===== config.mk =====
export PLATFORM = sky130hd
export DESIGN_NAME = uart_parity_engine
export DESIGN_NICKNAME = d
export VERILOG_FILES = /design/src/rtl/uart_parity_pkg.sv /design/src/rtl/uart_parity_engine.sv
export SDC_FILE = /design/constraint.sdc
export NUM_CORES = 1
export LEC_CHECK = 0
export BUFFER_PORTS_ARGS = -buffer_cell sky130_fd_sc_hd__buf_2
export CAP_MARGIN = 20
export CORE_UTILIZATION = 59
export DETAILED_ROUTE_END_ITERATION = 8
export HOLD_SLACK_MARGIN = 0.1
export PLACE_DENSITY = 0.93
export SYNTH_ARGS = -nofsm -noshare
export SYNTH_HDL_FRONTEND = slang
export SYNTH_SLANG_ARGS = --single-unit

===== constraint.sdc =====
create_clock -name clk -period 4 [get_ports clk]
set_clock_uncertainty 0.05 [all_clocks]
set_input_delay 0.6 -clock clk [delete_from_list [all_inputs] [get_ports clk]]
set_output_delay 0.6 -clock clk [all_outputs]
set_load 0.02 [all_outputs]

===== src/rtl/uart_parity_pkg.sv =====
// Shared types and helpers for the UART parity engine.
// Parity modes, RX state encoding, parity and length-mask functions.
package uart_parity_pkg;

  localparam int MAX_W = 64;

  typedef enum logic [1:0] {
    PAR_EVEN  = 2'b00,
    PAR_ODD   = 2'b01,
    PAR_MARK  = 2'b10,
    PAR_SPACE = 2'b11
  } par_mode_t;

  typedef enum logic [1:0] {
    RX_IDLE   = 2'b00,
    RX_DATA   = 2'b01,
    RX_PARITY = 2'b10
  } rx_state_t;

  function automatic int unsigned clamp_len(
    input int unsigned len,
    input int unsigned width
  );
    if (len == 0 || len > width) begin
      return width;
    end
    return len;
  endfunction

  function automatic logic [MAX_W-1:0] len_mask(
    input int unsigned len,
    input int unsigned width
  );
    int unsigned l;
    logic [MAX_W-1:0] m;
    l = clamp_len(len, width);
    m = '0;
    for (int unsigned i = 0; i < MAX_W; i++) begin
      if (i < l) begin
        m[i] = 1'b1;
      end
    end
    return m;
  endfunction

  function automatic logic calc_parity(
    input logic      en,
    input par_mode_t mode,
    input logic      x
  );
    logic p;
    unique case (mode)
      PAR_EVEN:  p = x;
      PAR_ODD:   p = ~x;
      PAR_MARK:  p = 1'b1;
      PAR_SPACE: p = 1'b0;
      default:   p = 1'b0;
    endcase
    return en & p;
  endfunction

endpackage


===== src/rtl/uart_parity_engine.sv =====
// UART parity unit: registered TX parity generation from a captured
// word and serial RX parity accumulation/check with a small FSM.
module uart_parity_engine
  import uart_parity_pkg::*;
#(
  parameter  int DATA_WIDTH = 8,
  localparam int LEN_W = $clog2(DATA_WIDTH + 1)
) (
  input  logic                  clk,
  input  logic                  rst_n,
  input  logic                  par_en,
  input  logic [1:0]            par_mode,
  input  logic [LEN_W-1:0]      data_len,
  input  logic [DATA_WIDTH-1:0] tx_data,
  input  logic                  tx_capture,
  output logic                  tx_parity,
  output logic                  tx_par_valid,
  input  logic                  rx_start,
  input  logic                  rx_bit_valid,
  input  logic                  rx_bit,
  output logic                  rx_busy,
  output logic                  rx_par_done,
  output logic                  rx_par_err
);

  par_mode_t             mode_in;
  logic [DATA_WIDTH-1:0] tx_mask;
  logic [LEN_W-1:0]      eff_len;

  assign mode_in = par_mode_t'(par_mode);
  assign tx_mask = DATA_WIDTH'(len_mask(32'(data_len), DATA_WIDTH));
  assign eff_len = LEN_W'(clamp_len(32'(data_len), DATA_WIDTH));

  logic [DATA_WIDTH-1:0] tx_word_q;
  logic                  tx_en_q;
  par_mode_t             tx_mode_q;
  logic                  tx_pend_q;
  logic                  tx_par_q;
  logic                  tx_vld_q;

  // Parity is computed one cycle after capture from the shadow copy,
  // so later config changes cannot disturb it.
  always_ff @(posedge clk or negedge rst_n) begin
    if (!rst_n) begin
      tx_word_q <= '0;
      tx_en_q   <= 1'b0;
      tx_mode_q <= PAR_EVEN;
      tx_pend_q <= 1'b0;
      tx_par_q  <= 1'b0;
      tx_vld_q  <= 1'b0;
    end else if (tx_capture) begin
      tx_word_q <= tx_data & tx_mask;
      tx_en_q   <= par_en;
      tx_mode_q <= mode_in;
      tx_pend_q <= 1'b1;
      tx_vld_q  <= 1'b0;
    end else if (tx_pend_q) begin
      tx_par_q  <= calc_parity(tx_en_q, tx_mode_q, ^tx_word_q);
      tx_pend_q <= 1'b0;
      tx_vld_q  <= 1'b1;
    end
  end

  assign tx_parity    = tx_par_q;
  assign tx_par_valid = tx_vld_q;

  rx_state_t        state_q, state_d;
  logic             acc_q, acc_d;
  logic [LEN_W-1:0] cnt_q, cnt_d;
  logic [LEN_W-1:0] len_q, len_d;
  logic             en_q, en_d;
  par_mode_t        mode_q, mode_d;
  logic             done_q, done_d;
  logic             err_q, err_d;

  always_ff @(posedge clk or negedge rst_n) begin
    if (!rst_n) begin
      state_q <= RX_IDLE;
      acc_q   <= 1'b0;
      cnt_q   <= '0;
      len_q   <= '0;
      en_q    <= 1'b0;
      mode_q  <= PAR_EVEN;
      done_q  <= 1'b0;
      err_q   <= 1'b0;
    end else begin
      state_q <= state_d;
      acc_q   <= acc_d;
      cnt_q   <= cnt_d;
      len_q   <= len_d;
      en_q    <= en_d;
      mode_q  <= mode_d;
      done_q  <= done_d;
      err_q   <= err_d;
    end
  end

  always_comb begin
    state_d = state_q;
    acc_d   = acc_q;
    cnt_d   = cnt_q;
    len_d   = len_q;
    en_d    = en_q;
    mode_d  = mode_q;
    done_d  = 1'b0;
    err_d   = 1'b0;
    // A start strobe wins over any bit arriving in the same cycle.
    if (rx_start) begin
      len_d   = eff_len;
      en_d    = par_en;
      mode_d  = mode_in;
      acc_d   = 1'b0;
      cnt_d   = '0;
      state_d = RX_DATA;
    end else if (rx_bit_valid) begin
      unique case (state_q)
        RX_DATA: begin
          acc_d = acc_q ^ rx_bit;
          cnt_d = cnt_q + LEN_W'(1);
          if (cnt_d == len_q) begin
            if (en_q) begin
              state_d = RX_PARITY;
            end else begin
              state_d = RX_IDLE;
              done_d  = 1'b1;
            end
          end
        end
        RX_PARITY: begin
          err_d   = rx_bit != calc_parity(en_q, mode_q, acc_q);
          done_d  = 1'b1;
          state_d = RX_IDLE;
        end
        default: begin
          state_d = state_q;
        end
      endcase
    end
  end

  assign rx_busy     = state_q != RX_IDLE;
  assign rx_par_done = done_q;
  assign rx_par_err  = err_q;

endmodule


# Yosys cells after proc, flatten, opt, wreduce, memory -nomap -nowiden
# Cells that the tools add are included.
# classes
add_sub_neg,1
n_lt_le_gt_ge,9
n_eq_ne,11
n_mux,40
n_bitwise,7
reduce_logical,13
# op_table
op,n
< comparator 3 x 32 -> 1 bit (first input constant),4
< comparator 1 x 32 -> 1 bit (first input constant),2
< comparator 2 x 32 -> 1 bit (first input constant),2
2-to-1 mux 32 bit,1
2-to-1 mux 1 bit,27
2-to-1 mux 4 bit,4
equality test 2 bit (second input constant),5
bitwise AND 8 bit,1
2-to-1 mux 2 bit,4
one-hot mux 1 bit (4 select lines),2
nonzero test 2 bit,4
parity 8 bit,1
equality test 2 x 1 -> 1 bit (second input constant),3
adder 4 x 1 -> 4 bit (second input constant),1
equality test 4 bit,1
> comparator 4 bit (second input constant),1
zero test 2 bit,2
zero test 4 bit,1
one-hot mux 2 bit (2 select lines),1
AND reduction 2 bit,2
!= test 3 bit (second input constant),1
NOT 1 bit,3
AND reduction 3 bit,1
nonzero test 3 bit,1
5 further kinds,6
# word_totals
register_bits,30
in_bits,21
out_inout_bits,5
wordCells,95

# Logic depth before layout (Yosys ltp)
# Gate-level depths: netlist of the first run.
# logic_depth
depth_word,10
depth_mapped,7

# Worst setup path after synthesis of the first run
# Ideal clock, no wire load.
# synth_timing
kind,flip-flop to flip-flop
start,register cnt_q[0]
end,register state_q[0]
setup_time_ns,0.124
arrival_time_ns,1.513
required_ns,3.826
setup_slack_ns,2.312
path_stages_with_launch,6
path_buffers,0
cell_sequence,dfrtp_1 > ha_1 > xor2_1 > nor4_4 > a31oi_1 > or2_1
# synth_between
elab_chain_len,4
# synth_lines
item,line,source
start: declaration,uart_parity_engine.sv:69,"logic [LEN_W-1:0] cnt_q, cnt_d;"
start signal: assignment,uart_parity_engine.sv:89,cnt_q <= cnt_d;
adder 4 x 1 -> 4 bit,uart_parity_engine.sv:119,cnt_d = cnt_q + LEN_W'(1);
equality test 4 bit,uart_parity_engine.sv:120,if (cnt_d == len_q) begin
!= test 3 bit (no source line),n/a,
AND reduction 3 bit (no source line),n/a,
end signal: assignment,uart_parity_engine.sv:87,state_q <= state_d;
end: declaration,uart_parity_engine.sv:67,"rx_state_t state_q, state_d;"
# Every way passes these cells.
# A chain may end at the register's enable or synchronous reset.

# Worst setup path after layout of the first run
# Ends and elaborated chain as after synthesis.

==> qor.csv, run 1 <==
metric;value;unit
Synth Cell Area;0.001503;mm²
most frequent cell after synthesis;dfrtp_1;
area of the multi-input gates;675.6;µm²
Syn Nets;176;
Slew headroom;57.59;%
CTS Buffer Depth;2;
Synth-to-Final Area Change;12.32;%
antenna cells;0;
Final Total Pwr;644.6;µW
Nets;203;
first-pass GRT wire length;4830;µm
final core utilization;73.47;%
FP Rows;17;
Worst Max-Slew Pin Slew;636.1;ps
maximum clock frequency;556.3;MHz
global router's overall resource usage;25.70;%
period utilisation layout;44.94;%
ys async rst share;100.0;%
CP max stage cell;dfrtp_1;
via count;1165;
Initial Utilization;65.41;%
most instantiated cells after synthesis;dfrtp_1, inv_1, nand2_1, o21ai_0, xnor2_1;
# IOs;26;
largest net degree at the start of global routing;31;
DR vias/cell;5.655;
H-tree levels;2;
startpoint types;register;
Worst-Skew Late Latency;320;ps
total wire length;2751;µm
setup_tns;0;ps
run status;complete, no violations;
TritonCTS Buffers;5;
CTS Hold Bufs;0;
share of cells above drive strength 1;21.91;%
Synth top area share;49.96;%
dpl hpwl;2043;µm
cts repair resizes;0;
Critical Setup Path Class;register to register;
Worst Path Buf+Inv;0;
number of global-route vias before repair;1145;
Synth cell types;29;
Post-synth EDFFs;0;
max-slew violation count;0;
Max-cap violations;0;
Final GP Congestion;0.7750;
die area;0.002753;mm²
Post-route DRC;0;
Final Hold Vio Count;0;
largest cells by area after synthesis;dfrtp_1, xnor2_1, mux2_2;
WP data arrival;1960;ps
ANT nets after route;0;
# setup viols final;0;
worst hold-check path type;input port to async pin;
worst vdd ir;359.5;µV
register bit count reported by yosys;30;
CTS sink cnt;30;
GRT Residual Overflow;0;
Avg WL per Cell;13.35;µm
critical path depth;5;
Placed Cells;199;
largest area contributor in the netlist;dfrtp_1;
Worst R2R Path Depth;5;
crit-path max cell delay;430;ps
Post-Synthesis Cells;151;
DR iter-0 viols;22;
root buffer cell;clkbuf_4;
syn_area_per_cell;9.952;µm²
Clock Pin Slew Worst Setup and Hold Paths;80;ps
Storage cell area;750.7;µm²
leakage;0.0007868;µW
CTS tree;yes;
CP Max Fanout;4;
WHS;238.0;ps
Top FF cell, synth;dfrtp_1;
Finished Layout Cells;206;
fillers;163;
Port Buffers;25;
die width;52.47;µm
Crit path max-delay family;simple AND/OR/NAND/NOR gates;
CORE AREA;0.002297;mm²
register area share after synthesis;49.96;%
initial antenna violation count;0;
setup bufs post-CTS;0;
crit-path cells;ha_1 > xor2_1 > nor4_4 > a31oi_1 > or2_1;
worst endpoint required time;4170;ps
Power Dens Cells;381.9;mW/mm²
first drt pass iteration count;4;
minimum clock period;1798;ps
critical path capture point type;register;
die height;52.47;µm
synth warn;0;
unrepaired setup endpoints after global routing;no;
## metal layers
| layer | vias to the layer above | share of wire, % | global-route usage, % |
|---|---|---|---|
| li1 | 565 | - | - |
| met1 | 553 | 43 | 28.93 |
| met2 | 42 | 49 | 41.56 |
| met3 | 5 | 6.0 | 10.43 |
| met4 | 0 | 2.0 | 13.16 |
| met5 | - | 0 | 0 |
## cells by family (layout without fill, tap and decap cells)
| logic type | after synthesis | in the layout | share of synthesized area (%) |
|---|---|---|---|
| AOI/OAI and AO/OA | 28 | 28 | 11.24 |
| xor gates and xnor gates | 18 | 18 | 10.49 |
| adders and majority gates | 4 | 4 | 3.331 |
| buffers and inverters | 20 | 47 | 5.078 |
| DFF | 30 | 30 | 49.96 |
| muxes | 6 | 6 | 4.496 |
| and+or+nand+nor | 45 | 45 | 15.40 |
## where the power goes
group / switching (µW) / internal [µW]
clock: 93.5 / 66.1
sequential: 19.3 / 329
combinational: 75.0 / 61.3
total: 188 / 457
## placed cells by master (no fill, tap or decap), drive strengths merged, types with 2 or more instances in the layout
master / synthesis / final
a21oi: 3 / 3
a31oi: 2 / 2
and3: 2 / 2
buf: 2 / 25
clkbuf: 3 / 7
dfrtp: 30 / 30
ha: 4 / 4
inv: 15 / 15
mux2: 6 / 6
nand2: 13 / 13
nand3: 8 / 8
nand3b: 2 / 2
nor2: 11 / 11
nor2b: 2 / 2
nor3: 2 / 2
o21ai: 13 / 13
o22ai: 3 / 3
o311ai: 4 / 4
or3: 2 / 2
xnor2: 12 / 12
xor2: 6 / 6
## layout make-up
class                      instances  share of cell area (%)
sequential                        30                   44.48
multi-input combinational        101                   40.03
timing repair buffer              25                   7.413
inverter                          15                   3.336
clock buffer                       7                   2.669
tap                               28                   2.076
## state kept, by name, indices dropped and copies added (netlist names), 2 cells and up
| name | count |
|---|---|
| state_q | 2 |
| tx_mode_q | 2 |
| mode_q | 2 |
| len_q | 4 |
| tx_word_q | 8 |
| cnt_q | 4 |
## per-stage QoR
step / cell area, µm² / setup slack, ps
2_1_floorplan: 1503 / 2312
3_3_place_gp: 1643 / 2253
3_5_place_dp: 1643 / 2201
4_1_cts: 1688 / 2189
5_1_grt: 1688 / 2101
6_report: 1688 / 2202
## path summary, 6_finish.rpt
path	from	end	slack, ps
worst max register to register	cnt_q[0]	state_q[0]	2200
worst min register to register	tx_par_valid	tx_par_valid	450
worst max-delay path	cnt_q[0]	state_q[0]	2200
max in group asynchronous	rst_n	cnt_q[1]	3240
min in group clk	tx_data[0]	tx_word_q[0]	450
worst min-delay path	rst_n	tx_word_q[0]	240
(Power assumes the default switching activity.)
==> inputs of run 2 (changes only) <==
--- a/config.mk
+++ b/config.mk
@@ -7,10 +7,10 @@
 export LEC_CHECK = 0
 export BUFFER_PORTS_ARGS = -buffer_cell sky130_fd_sc_hd__buf_2
 export CAP_MARGIN = 20
-export CORE_UTILIZATION = 59
+export CORE_UTILIZATION = 54
 export DETAILED_ROUTE_END_ITERATION = 8
 export HOLD_SLACK_MARGIN = 0.1
-export PLACE_DENSITY = 0.93
+export PLACE_DENSITY = 0.87
 export SYNTH_ARGS = -nofsm -noshare
 export SYNTH_HDL_FRONTEND = slang
 export SYNTH_SLANG_ARGS = --single-unit
==> constraint.sdc (replaced) <==
create_clock -name clk -period 1.74 [get_ports clk]
set_clock_uncertainty 0.05 [all_clocks]
set_input_delay 0.261 -clock clk [delete_from_list [all_inputs] [get_ports clk]]
set_output_delay 0.261 -clock clk [all_outputs]
set_load 0.02 [all_outputs]
==> run 2 against run 1 <==
First-iteration DRC count shrank 27%. Utilization shrank 4.4 points. Worst setup slack lost 2000 ps. Combinational power grew 140%. Critical path type unchanged. Largest power group unchanged. Highest routed layer unchanged.
==> qor.csv, run 2 (synthesis results as in run 1) <==
metric;value;unit
Avg WL per Cell;13.59;µm
pre-CTS WS;87.61;ps
worst hold-check path type;input port to register;
worst endpoint required time;1910;ps
Post-route DRC;0;
max-slew violation count;0;
setup bufs post-CTS;0;
FP Rows;18;
total wire length;2895;µm
CORE AREA;0.002545;mm²
run status;complete, no violations;
largest net degree at the start of global routing;31;
period utilisation layout;90.14;%
Critical Setup Path Class;register to register;
leakage;0.0008249;µW
GRT Residual Overflow;0;
Initial Utilization;59.05;%
die width;54.75;µm
Max-cap violations;0;
TritonCTS Buffers;5;
maximum clock frequency;637.6;MHz
via count;1134;
crit-path max cell delay;400;ps
Final Hold Vio Count;0;
H-tree levels;2;
die area;0.002998;mm²
startpoint types;register;
antenna cells;0;
Nets;207;
share of cells above drive strength 1;24.59;%
initial antenna violation count;0;
max FFs per register;8;
DR iter-0 viols;16;
first-pass GRT wire length;4809;µm
Worst-Skew Late Latency;320;ps
CP max stage cell;dfrtp_1;
first drt pass iteration count;4;
Clock Pin Slew Worst Setup and Hold Paths;100;ps
root buffer cell;clkbuf_4;
CP Max Fanout;3;
worst vdd ir;759.1;µV
Power Dens Cells;934.5;mW/mm²
Finished Layout Cells;213;
Worst Slack Setup Final;171.5;ps
CTS tree;yes;
dpl hpwl;2054;µm
WP data arrival;1730;ps
DR vias/cell;5.324;
most frequent cells in the layout;dfrtp_1, buf_2, inv_1, o21ai_0, nand2_1;
# setup viols final;0;
Slew headroom;56.05;%
cts repair resizes;0;
Final Total Pwr;1642;µW
Worst Path Buf+Inv;1;
minimum clock period;1568;ps
Port Buffers;25;
Largest Register;tx_word_q;
Crit path max-delay family;flip-flops;
DP Area;0.001668;mm²
ANT nets after route;0;
Final GP Congestion;0.7636;
# IOs;26;
critical path capture point type;register;
die height;54.75;µm
CTS sink cnt;30;
crit-path cells;ha_1 > xor2_1 > nor4_4 > buf_4 > a31oi_1 > nor2_1;
global router's overall resource usage;23.41;%
Placed Cells;204;
Worst Max-Slew Pin Slew;659.2;ps
R2R Setup Slk;170;ps
cell area after layout;0.001757;mm²
number of global-route vias before repair;1123;
most common cell after layout, fill and taps aside;dfrtp_1;
Synth-to-Final Area Change;16.90;%
unrepaired setup endpoints after global routing;no;
CTS Buffer Depth;2;
Regs by FF count;tx_word_q (8), cnt_q (4), len_q (4);
setup_tns;0;ps
==> run 2: changes by cell type in the layout (fill, tap and decap cells not counted), sizes merged <==
cell	previous run	this run
buf	25	28
clkbuf	7	8
dlygate4sd3	0	1
==> run 2: per-layer routing <==
| metal | wire, µm | global-route usage [%] |
|---|---|---|
| met1 | 1252 | 26.70 |
| met2 | 1477 | 41.37 |
| met3 | 113 | 5.833 |
| met4 | 51 | 8.974 |
| met5 | 0 | 0 |
==> run 2: stage by stage <==
step | hold slack [ps] | util [%]
after floorplan | -84.59 | -
after global placement | 263.2 | 65.54
after detailed placement | 283.8 | 65.54
after CTS | 100.7 | 69.03
after global routing | 115.0 | 69.03
final | 104.3 | 69.03
==> run 2: final timing paths <==
| check | endpoint | depth (start not counted) | startpoint |
|---|---|---|---|
| worst max-delay path | rx_par_done | 6 | cnt_q[0] |
| worst min-delay path | tx_word_q[1] | 3 | tx_data[1] |
| worst max register to register | rx_par_done | 6 | cnt_q[0] |
| worst min register to register | tx_par_valid | 2 | tx_par_valid |
| max in group asynchronous | cnt_q[1] | 2 | rst_n |
| min in group asynchronous | tx_word_q[0] | 2 | rst_n |
==> run 2: timing repair <==
action	in CTS	in global routing
endpoints found under the hold margin	30	0
hold buffers	1	0
endpoints found under the setup margin	0	1
==> run 2: report_power, final <==
group / internal, µW / leakage, µW / switching [µW]
Clock: 276 / 0.0000446 / 235
Sequential: 757 / 0.000376 / 42.2
Combinational: 152 / 0.000404 / 180
==> run 2: tightest hold or removal path, stage by stage <==
cell and delay [ps]:
buf_2 70, nand3_1 50, o21ai_0 60
==> run 2: layout make-up <==
type | instances | area, µm²
fill | 198 | 788.3
sequential | 30 | 750.7
multi-input combinational | 101 | 675.6
timing repair buffer | 29 | 157.7
clock buffer | 8 | 78.83
inverter | 15 | 56.30
tap | 30 | 37.54
